[src/rtl/output_path_reader_if.sv]
// Byte stream from the output path reader to the host/UART/checker stage.
// Plain valid/ready: a beat transfers on any edge where out_valid && out_ready.
interface output_path_reader_if #(
    parameter int DATA_WIDTH = 8
);
    logic [DATA_WIDTH-1:0] out_data;
    logic                  out_valid;
    logic                  out_ready;
    logic                  out_last;

    modport master (output out_data, output out_valid, output out_last, input out_ready);
    modport slave  (input out_data, input out_valid, input out_last, output out_ready);
endinterface

[src/rtl/output_path_reader.sv]
// Walks the Output Memory from base_addr and streams bytes until terminator or MAX_COUNT.
// Latency: start -> first out_valid 2 cycles; 1 beat/cycle with out_ready held high.
// Backpressure: out_ready low freezes out_data, address, count and out_last; nothing is dropped.
module output_path_reader #(
    parameter int                    ADDR_WIDTH = 13,
    parameter int                    DATA_WIDTH = 8,
    parameter logic [DATA_WIDTH-1:0] TERMINATOR = 8'hFF,
    parameter int                    MAX_COUNT  = 8191
) (
    input  logic                  clock,
    input  logic                  reset,
    input  logic                  start,
    input  logic [ADDR_WIDTH-1:0] base_addr,
    output logic [ADDR_WIDTH-1:0] OMAR,
    input  logic [DATA_WIDTH-1:0] OMDR,
    output_path_reader_if.master  strm,
    output logic                  busy,
    output logic                  done,
    output logic [ADDR_WIDTH-1:0] count
);

    typedef enum logic [1:0] {
        IDLE    = 2'd0,
        FETCH   = 2'd1,
        PRESENT = 2'd2,
        FINISH  = 2'd3
    } state_t;

    localparam logic [ADDR_WIDTH-1:0] LAST_IDX = ADDR_WIDTH'(MAX_COUNT - 1);

    state_t                state_q, state_d;
    logic [ADDR_WIDTH-1:0] addr_q, addr_d;
    logic [ADDR_WIDTH-1:0] count_q, count_d;
    logic [DATA_WIDTH-1:0] data_q, data_d;
    logic                  valid_c, last_c, busy_c, done_c;

    always_ff @(posedge clock) begin
        if (reset) begin
            state_q <= IDLE;
            addr_q  <= '0;
            count_q <= '0;
            data_q  <= '0;
        end else begin
            state_q <= state_d;
            addr_q  <= addr_d;
            count_q <= count_d;
            data_q  <= data_d;
        end
    end

    always_comb begin
        state_d = state_q;
        addr_d  = addr_q;
        count_d = count_q;
        data_d  = data_q;
        valid_c = 1'b0;
        last_c  = 1'b0;
        busy_c  = 1'b0;
        done_c  = 1'b0;
        case (state_q)
            IDLE: begin
                if (start) begin
                    addr_d  = base_addr;
                    count_d = '0;
                    state_d = FETCH;
                end
            end
            FETCH: begin
                busy_c = 1'b1;
                if (OMDR == TERMINATOR) begin
                    state_d = FINISH;
                end else begin
                    data_d  = OMDR;
                    addr_d  = addr_q + ADDR_WIDTH'(1);
                    state_d = PRESENT;
                end
            end
            PRESENT: begin
                busy_c  = 1'b1;
                valid_c = 1'b1;
                // OMDR here is the lookahead byte after the one being presented
                last_c  = (OMDR == TERMINATOR) || (count_q == LAST_IDX);
                if (strm.out_ready) begin
                    count_d = count_q + ADDR_WIDTH'(1);
                    if (last_c) begin
                        state_d = FINISH;
                    end else begin
                        data_d = OMDR;
                        addr_d = addr_q + ADDR_WIDTH'(1);
                    end
                end
            end
            FINISH: begin
                done_c  = 1'b1;
                state_d = IDLE;
            end
            default: state_d = IDLE;
        endcase
    end

    assign OMAR           = addr_q;
    assign count          = count_q;
    assign busy           = busy_c;
    assign done           = done_c;
    assign strm.out_data  = data_q;
    assign strm.out_valid = valid_c;
    assign strm.out_last  = last_c;

endmodule

[src/flat_wrapper.sv]
// flat-port wrapper written by rule: the top's interface ports become plain ports
module output_path_reader_flat 
#(
    parameter int                    ADDR_WIDTH = 13,
    parameter int                    DATA_WIDTH = 8,
    parameter logic [DATA_WIDTH-1:0] TERMINATOR = 8'hFF,
    parameter int                    MAX_COUNT  = 8191
)
  (clock, reset, start, base_addr, OMAR, OMDR, busy, done, count, strm_out_data, strm_out_valid, strm_out_last, strm_out_ready);
  output_path_reader_if #(.DATA_WIDTH(DATA_WIDTH)) strm_i ();
  input  logic clock;
  input  logic reset;
  input  logic start;
  input  logic [ADDR_WIDTH-1:0] base_addr;
  output logic [ADDR_WIDTH-1:0] OMAR;
  input  logic [DATA_WIDTH-1:0] OMDR;
  output logic busy;
  output logic done;
  output logic [ADDR_WIDTH-1:0] count;
  output wire logic [$bits(strm_i.out_data)-1:0] strm_out_data;
  output wire logic [$bits(strm_i.out_valid)-1:0] strm_out_valid;
  output wire logic [$bits(strm_i.out_last)-1:0] strm_out_last;
  input wire logic [$bits(strm_i.out_ready)-1:0] strm_out_ready;
  assign strm_out_data = strm_i.out_data;
  assign strm_out_valid = strm_i.out_valid;
  assign strm_out_last = strm_i.out_last;
  assign strm_i.out_ready = strm_out_ready;
  output_path_reader #(.ADDR_WIDTH(ADDR_WIDTH), .DATA_WIDTH(DATA_WIDTH), .TERMINATOR(TERMINATOR), .MAX_COUNT(MAX_COUNT)) u_core (.clock(clock), .reset(reset), .start(start), .base_addr(base_addr), .OMAR(OMAR), .OMDR(OMDR), .strm(strm_i), .busy(busy), .done(done), .count(count));
endmodule
[config.mk]
export PLATFORM = sky130hd
export DESIGN_NAME = output_path_reader_flat
export DESIGN_NICKNAME = d
export VERILOG_FILES = /design/src/rtl/output_path_reader_if.sv /design/src/rtl/output_path_reader.sv /design/src/flat_wrapper.sv
export SDC_FILE = /design/constraint.sdc
export NUM_CORES = 1
export LEC_CHECK = 0
export CAP_MARGIN = 15
export CORE_MARGIN = 2
export CORE_UTILIZATION = 40
export DETAILED_ROUTE_END_ITERATION = 16
export DONT_BUFFER_PORTS = 1
export PLACE_DENSITY = 0.56
export SYNTH_ARGS = -nofsm -noshare
export SYNTH_HDL_FRONTEND = slang
export SYNTH_SLANG_ARGS = --single-unit
[constraint.sdc]
create_clock -name clock -period 6.1 [get_ports clock]
set_input_delay 1.22 -clock clock [delete_from_list [all_inputs] [get_ports clock]]
set_output_delay 1.22 -clock clock [all_outputs]
set_load 0.1 [all_outputs]
Word level (Yosys, flattened, before mapping)
Index checks and enable logic that the tools add are counted.
Storage, ports and cells
  bits in registers: 36
  input bits: 25
  output and inout bits: 38
  word-level logic and storage cells: 47
Operators by class
  add/subtract/negate cells: 2
  equality and inequality tests: 10
  multiplexer cells: 21
  reduce and logical (&&, ||, !) cells: 10
Operators with widths (number)
  $mux 13: 6
  $pmux 13 s3: 1
  $add 13x1->13 const B: 2
  $pmux 13 s2: 1
  $mux 8: 3
  $pmux 8 s2: 1
  $eq 13x13->1 const B: 1
  $eq 8x8->1 const B: 1
  $ne 2x2->1 const B: 4
  $pmux 2 s4: 1
  $mux 2: 3
  $reduce_and 3->1: 2
  $mux 1: 5
  $reduce_and 5->1: 1
  $eq 2x2->1 const B: 2
  $reduce_and 4->1: 1
  $reduce_bool 2->1: 2
  $reduce_bool 3->1: 1
  $eq 2x1->1 const B: 1
  $logic_not 2->1: 1
  $ne 2x1->1 const B: 1
  $reduce_or 2->1: 1
  $logic_or 1x1->1: 1

Longest topological paths before layout
Gate-level depths: netlist of the first run.
  depth after elaboration: 5
  gate-level depth with buffers: 8

Least setup slack after synthesis of the first run
Ideal clock, no wire load.
  kind: register to output
  from: register u_core.count_q[5], in the netlist u_core.count[5]
  to: output strm_out_last
  data arrival time: 2517 ps
  path slack: 2363 ps
  stages on the path, launching flop included: 4
  buffers on the path: 0
  cell sequence: dfxtp_1 > nand3_1 > nor4_4 > o21a_1
Between the ends
  word-level cells in the longest chain between the ends: 3
RTL lines
  from (decl): line output_path_reader.sv:33  | logic [ADDR_WIDTH-1:0] count_q, count_d;
  from (signal assigned): line output_path_reader.sv:46  | count_q <= count_d;
  $eq 13x13->1: line output_path_reader.sv:82  | last_c = (OMDR == TERMINATOR) || (count_q == LAST_IDX);
  $logic_or 1x1->1: line output_path_reader.sv:82
  $mux 1: line output_path_reader.sv:60  | case (state_q)
  to (decl): line flat_wrapper.sv:22  | output wire logic [$bits(strm_i.out_last)-1:0] strm_out_last;
No other way between the ends.

Worst setup path in the final report of the first run
Ends and elaborated chain as after synthesis.

==> results.txt, run 1 <==
- The initialized floorplan defines 25 standard-cell rows.
- Synthesis inferred 36 register bits.
- The floorplan step defined a core boundary enclosing ~0.0048 sq mm.
- The worst hold path was traced through 2 stages.
- TritonCTS built the clock tree.
- Chain of cells forming the critical path: nand3_1 > nor4_4 > o21a_1
- Setup-violating endpoint count in the final report: 0
- Global routing used roughly 18% of the available tracks across all layers.
* Startpoint class of the critical path: register
* Total number of vias: 1740
- The final-report hold violation count is 0.
- Global routing finished with a remaining overflow of 0.
- During I/O placement, the number of pins put on the boundary was 63.
* Combinational family with the most area after synthesis: simple AND/OR/NAND/NOR gates
- The die is 75.3 um wide.
- The first global-routing pass estimated about 7800 um of wire.
- Synthesized-area fraction occupied by and/or/nand/nor cells: approximately 29%
- Most common cell after layout, fill and taps aside: sky130_fd_sc_hd__dfxtp_1
- Number of DRC violations after detailed-routing iteration 0: 58
- For this run, the detailed router's first-pass iteration total came to 4.
* Predominant post-synthesis flop cell: sky130_fd_sc_hd__dfxtp_1
* Maximum number of pins on one net before global-route repair: 35
- Post-CTS Resized: 0
- For the pin with the worst max-slew slack, the measured transition is 1150 ps.
- Vertical die dimension: between 70 and 80 um
* Final worst clock skew: roughly 12 ps
- After detailed routing, the total wire length is 4890 um.
- For this run, the register share of the synthesized area comes to 35.4%.
- Clock network latency to the later pin of the worst-skew pair: 290 ps
- Measured in cells, the most critical reg-to-reg path has a length of 7.
- The detail route stage leaves a number of antenna-violating nets equal to 0.
- Minimum clock period: 4230 ps
- Total setup buffers inserted after CTS: 0
- Antenna diode count: 0
- In this run the tightest slew margin relative to its limit is about a quarter.
- Starting utilization of the core area: 42.2%
- The final critical path takes up between 60 and 70% of the cycle.
- Setup total negative slack on the finished layout was measured at 0 ps.
- Async set or reset register ratio after synthesis: 0%
- Maximum net fanout on the critical path: 9
* Status: finished clean
* Stages on worst setup path: 3
* RD Place Congestion: between 0.7 and 0.8
- Data arrival time of the critical path: ~3000 ps
- The area growth from synthesis to layout is 7.69%.
- The library cells used most frequently in the layout, excluding fill and tap cells, are 36 x sky130_fd_sc_hd__dfxtp_1, 35 x sky130_fd_sc_hd__nand2_1, 18 x sky130_fd_sc_hd__nor2_1.
- Synthesis produced 246 cells.
- Share of synthesized area spent on multiplexers: 5.97%
- Summing the areas of all xor and xnor instances in the mapped netlist gives 3.88% of the synthesized area.
- STA puts the critical path data required time at between 4000 and 5000 ps.
- The number of hold buffers added after CTS was 0.
* Maximum single-stage delay on the critical path: 990 ps
- Setup repair after global routing left no endpoint under its margin.
- Critical Path Sink Type: output pin
- Detailed placement finished with a half-perimeter wire length of approximately 3400 um.
- Upper clock frequency limit: 0.236 GHz
* Number of levels in the clock H-tree: 2
- Clock-pin slew was measured on the worst setup and hold paths at 80 ps.
- The die covers 0.00567 sq mm.
* Post-DR wirelength/cell: 15.7 um
- The net count of the finished layout is 276.
- The critical path contains buffers and inverters numbering 0 combined.
- After detailed routing, the number of vias per cell comes to 5.58.
- The critical path in this run is classified as register to output pin.
- Synthesis Warnings: 0
* Clock Tree Buf Depth: 2
- Average instance area after synthesis: 8.27 sq um
- Class of the tightest hold or removal check: register to register
* Area of the mapped netlist: 0.00203 sq mm
- CTS placed an instance of sky130_fd_sc_hd__clkbuf_8 at the clock tree root.
- The tool flagged a number of max-cap violations equal to 0.
- Cts bufs inserted: 5
* Via count of the first global-routing pass: 1599
* Clock sink total: 36
- Counting every net in the synthesized netlist gives about 280.
* Final-report max-slew violation count: 0
- Count of flip-flops with a built-in enable after synthesis: 0
- Arithmetic-cell share of the synthesized area counting full adders, half adders and majority gates: 4.31%
- For this run, design rule violations remaining after detail routing come to 0.
- Fraction of layout cells with a size suffix above 1: 7.76%
* Number of library cell types mapped by synthesis: a little under 50
- In this design, the largest share of critical-path delay is due to flip-flops.
* Number of antenna violations at the first check in global routing: 0
- Complex-gate fraction of the synthesized area: about 17%
* Input/output buffers: 0
- Among all stages on the critical path, the largest delay is contributed by sky130_fd_sc_hd__dfxtp_1.
[per-stage QoR]
step | hold WS [ps] | setup slack [ps] | utilization, % | cells | area (sq um)
floorplan | 510 | 2360 | - | 246 | 2030
global placement | 538 | 2210 | 43.2 | 304 | 2080
detailed placement | 536 | 2160 | 43.2 | 304 | 2080
CTS | 550 | 1840 | 45.5 | 312 | 2190
global route | 579 | 1710 | 45.5 | 312 | 2190
finish | 548 | 1870 | 45.5 | 312 | 2190
[logic make-up (layout without fill, tap and decap cells)]
group | Yosys count | count (layout)
buffers and inverters | 22 | 21
AND/OR/NAND/NOR | 111 | 111
AO/OA/AOI/OAI | 49 | 49
multiplexers | 12 | 12
adder cells (fa/ha/maj) | 7 | 7
flip-flops | 36 | 36
XOR/XNOR | 9 | 9
[synth_stat cells (2+ instances only)]
cell type	number	area share, %
sky130_fd_sc_hd__and3_1	3	0.92
sky130_fd_sc_hd__a211oi_1	4	1.5
sky130_fd_sc_hd__and4_1	2	0.86
sky130_fd_sc_hd__nand4_1	13	4.0
sky130_fd_sc_hd__a21oi_2	2	0.86
sky130_fd_sc_hd__nand2_1	35	6.5
sky130_fd_sc_hd__a211o_1	2	0.86
sky130_fd_sc_hd__ha_1	7	4.3
sky130_fd_sc_hd__and2_1	3	0.92
sky130_fd_sc_hd__o21ai_0	9	2.2
sky130_fd_sc_hd__nand3_1	14	3.4
sky130_fd_sc_hd__dfxtp_1	36	35
sky130_fd_sc_hd__nor3_1	6	1.5
sky130_fd_sc_hd__o32ai_1	3	1.3
sky130_fd_sc_hd__inv_1	9	1.7
sky130_fd_sc_hd__clkbuf_1	9	1.7
sky130_fd_sc_hd__a21oi_1	9	2.2
sky130_fd_sc_hd__nand2b_1	2	0.62
sky130_fd_sc_hd__or4_1	2	0.74
sky130_fd_sc_hd__a22oi_1	3	1.1
sky130_fd_sc_hd__o21a_1	3	1.1
sky130_fd_sc_hd__xnor2_1	8	3.4
sky130_fd_sc_hd__or3_1	2	0.62
sky130_fd_sc_hd__nor4_1	4	1.2
sky130_fd_sc_hd__nor2_1	18	3.3
sky130_fd_sc_hd__o211ai_1	4	1.5
sky130_fd_sc_hd__o31a_1	2	0.86
sky130_fd_sc_hd__mux2i_1	11	5.4
[path summary, 6_finish.rpt]
kind | from | endpoint | slack [ps]
max | u_core.count[5] | strm_out_last | 1870
min | u_core.state_q[0] | u_core.state_q[0] | 550
max reg2reg | u_core.count[0] | u_core.OMAR[0] | 2970
min reg2reg | u_core.state_q[0] | u_core.state_q[0] | 550
[registers in the layout, indices dropped and copies added, names as in the netlist]
signal                count
u_core.state_q            2
u_core.strm.out_data      8
u_core.OMAR              13
u_core.count             13
[per-layer routing]
layer | track usage, % | share of wire [%] | vias up
met4 | 5.26 | 0.51 | 0
met2 | 27.1 | 47 | 39
li1 | - | - | 891
met1 | 23.6 | 47 | 808
met5 | 0 | 0 | -
met3 | 7.14 | 6.3 | 2
[area by class of cell]
class                   count  area (sq um)
fillers                   521          2630
multi-input cells         188          1220
flip-flops and latches     36           721
well taps                  67          83.8
clock buffers               6          72.6
inverters                  10          37.5
clock inverters             2          35.0
repair buffers              3          22.5
[worst min-delay path, delay by kind of cell (launching register included)]
family | cells | cell delay (ps)
AOI/OAI and AO/OA | 1 | 70
buffers and inverters | 1 | 100
DFF | 1 | 330
Power of run 1 is not shown: default switching activity piles up to over one toggle a cycle in this logic, so the estimate is an artifact.
==> run 2, diff against run 1 <==
- PLACE_DENSITY: 0.56 -> 0.58
- clock period: 6.1 -> 3.8 ns (I/O delays scaled with it)
==> results.txt, run 2 (synthesis gave the netlist of run 1 again) <==
* Setup-violating endpoint count in the final report: 0 (unchanged)
- The clock skew after layout is 6.15 ps (was 12.2 ps).
- Critical Path Sink Type: output pin (unchanged)
* RD Place Congestion: 0.761 (was 0.767)
* Root cell of the clock tree: sky130_fd_sc_hd__clkbuf_8 (unchanged)
* Minimum clock period: 2820 ps
- Antenna diode count: 0 (unchanged)
- Max-capacitance violation count: 0 (unchanged)
- Slowest CP cell: sky130_fd_sc_hd__nand3_1 (was sky130_fd_sc_hd__dfxtp_1)
* CTS hold repair buffers: 0 (unchanged)
- Vertical die dimension: 75.3 um (unchanged)
* Leading cell types in the layout, fill and taps excluded: 36 x sky130_fd_sc_hd__dfxtp_1, 35 x sky130_fd_sc_hd__nand2_1, 27 x sky130_fd_sc_hd__buf_4 (was 36 x sky130_fd_sc_hd__dfxtp_1, 35 x sky130_fd_sc_hd__nand2_1, 18 x sky130_fd_sc_hd__nor2_1)
- Setup Crit Path Kind: register to output pin (unchanged)
- Drt first pass iters: 4 (unchanged)
* Wire length of the first global-routing pass: 8060 um (was 7800 um)
- Clock network latency to the later pin of the worst-skew pair: 280 ps (was 290 ps)
- Maximum number of pins on one net before global-route repair: 35 (unchanged)
- Fraction of layout cells with a size suffix above 1: 16.0% (was 7.76%)
- The element type at the critical path start was a register (unchanged).
- Setup repair after global routing missed its margin: no (unchanged)
- The least setup slack across all paths after layout was 984 ps (was 1870 ps).
- The CTS tree was yes (unchanged).
- The row count is 25 (unchanged).
- Final period utilization: 74.1%
* DRC Markers: 0 (unchanged)
- Clock-pin slew reported for the worst setup and hold paths after clock tree synthesis: 80 ps (about the same)
- CP Data Required Time: 3040 ps (was 4880 ps)
- Most common cell after layout, fill and taps aside: sky130_fd_sc_hd__dfxtp_1 (unchanged)
* Via-to-Cell Ratio: 5.56 (was 5.58)
* Remaining global-route overflow: 0 (unchanged)
* Upper clock frequency limit: 0.355 GHz
* Io pins: 63 (unchanged)
- The final net count is 300 (was 276).
- The post-detailed-route wirelength per cell was 14.6 um (was 15.7 um).
* Overall routing resource usage: 18.4% (was 17.9%)
* Number of routed nets with antenna violations: 0 (unchanged)
* Status: finished clean (unchanged)
* Total placed cells including tap cells: 328 (was 304)
- Number of levels in the clock H-tree: 2 (unchanged)
- The number of max-slew violations in the final report came to 0 (unchanged).
- Count of non-filler cells in the finished layout: 336 (was 312)
- Transition time at the pin with the least slew margin: 1120 ps (was 1150 ps)
- Floorplan Core Area: 0.00482 sq mm (unchanged)
- The number of antenna violations at the first check in global routing came to 0 (unchanged).
- Total number of vias: 1867 (was 1740)
- Routed wire length: 4920 um (was 4890 um)
* Via count of the first global-routing pass: 1773 (was 1599)
- Synth-to-layout area growth: 16.6% (was 7.69%)
- Setup_tns: 0 ps (unchanged)
- Post-CTS Resized: 0 (unchanged)
- The placed wire-length estimate came to 3570 um (was 3440 um).
- The number of design-rule violations left by the first detailed-router iteration is 91 (was 58).
* Cell repeated most along the worst path: sky130_fd_sc_hd__buf_4
- Die width: 75.3 um (unchanged)
- The full die area came to 0.00567 sq mm (unchanged).
- Data arrival time of the critical path: 2060 ps (was 3010 ps)
- Chain of cells forming the critical path: buf_4 > nand3_1 > nor4_4 > o21a_1 > buf_4 (was nand3_1 > nor4_4 > o21a_1).
* Clock Tree Buf Depth: 2 (unchanged)
* Minimum setup slack after placement: 1290 ps (was 2160 ps)
- Final hold vios: 0 (unchanged)
- Input/output buffers: 0 (unchanged)
- The type of the tightest min-delay check was primary input to register (was register to register).
- Starting utilization of the core area: 42.2% (unchanged)
* Maximum net fanout on the critical path: 9 (unchanged)
* Total setup buffers inserted after CTS: 0 (unchanged)
* Maximum single-stage delay on the critical path: 360 ps (was 990 ps)
* Relative slew margins: 25.1% (was 23.5%)
- Clock sink total: 36 (unchanged)
* Cts bufs inserted: 5 (unchanged)
==> run 2: changes by cell type in the layout (fill, tap and decap cells not counted) <==
cell,change
sky130_fd_sc_hd__buf_4,+24
==> run 2: path summary, 6_finish.rpt <==
kind                     start              end  slack (ps)  depth (start not counted)
min reg2reg     u_core.OMAR[1]   u_core.OMAR[1]         530                          2
min                      reset   u_core.OMAR[9]         530                          1
max reg2reg  u_core.state_q[0]  u_core.OMAR[11]        1340                          7
max            u_core.count[3]    strm_out_last         980                          5
==> run 2: area by class of cell <==
type,instances,area [sq um]
clock inverters,2,35.0
repair buffers,27,203
inverters,10,37.5
well taps,67,83.8
fillers,519,2450
flip-flops and latches,36,721
multi-input cells,188,1220
clock buffers,6,72.6
==> run 2: routing by layer <==
metal	up-vias	GRT usage (%)	part of all wire [%]
met1	873	22.9	46
met5	-	0	0
li1	940	-	-
met2	50	30.1	46
met3	4	6.35	7.1
met4	0	5.26	0.85
==> run 2: worst max-delay path, delay by kind of cell, from the launching register on <==
family,cells,cell delay (ps)
AO/OA/AOI/OAI,1,170
buffers and inverters,2,580
flip-flops,1,310
AND/OR/NAND/NOR,2,710
==> run 2: per-stage QoR <==
step	utilization, %	hold WS (ps)	instance area [sq um]
after floorplan	-	510	2030
after global placement	47.0	513	2260
after detailed placement	47.0	520	2260
after CTS	49.2	520	2370
after global routing	49.2	520	2370
final	49.2	531	2370
Power of run 2 is left out for the same reason.
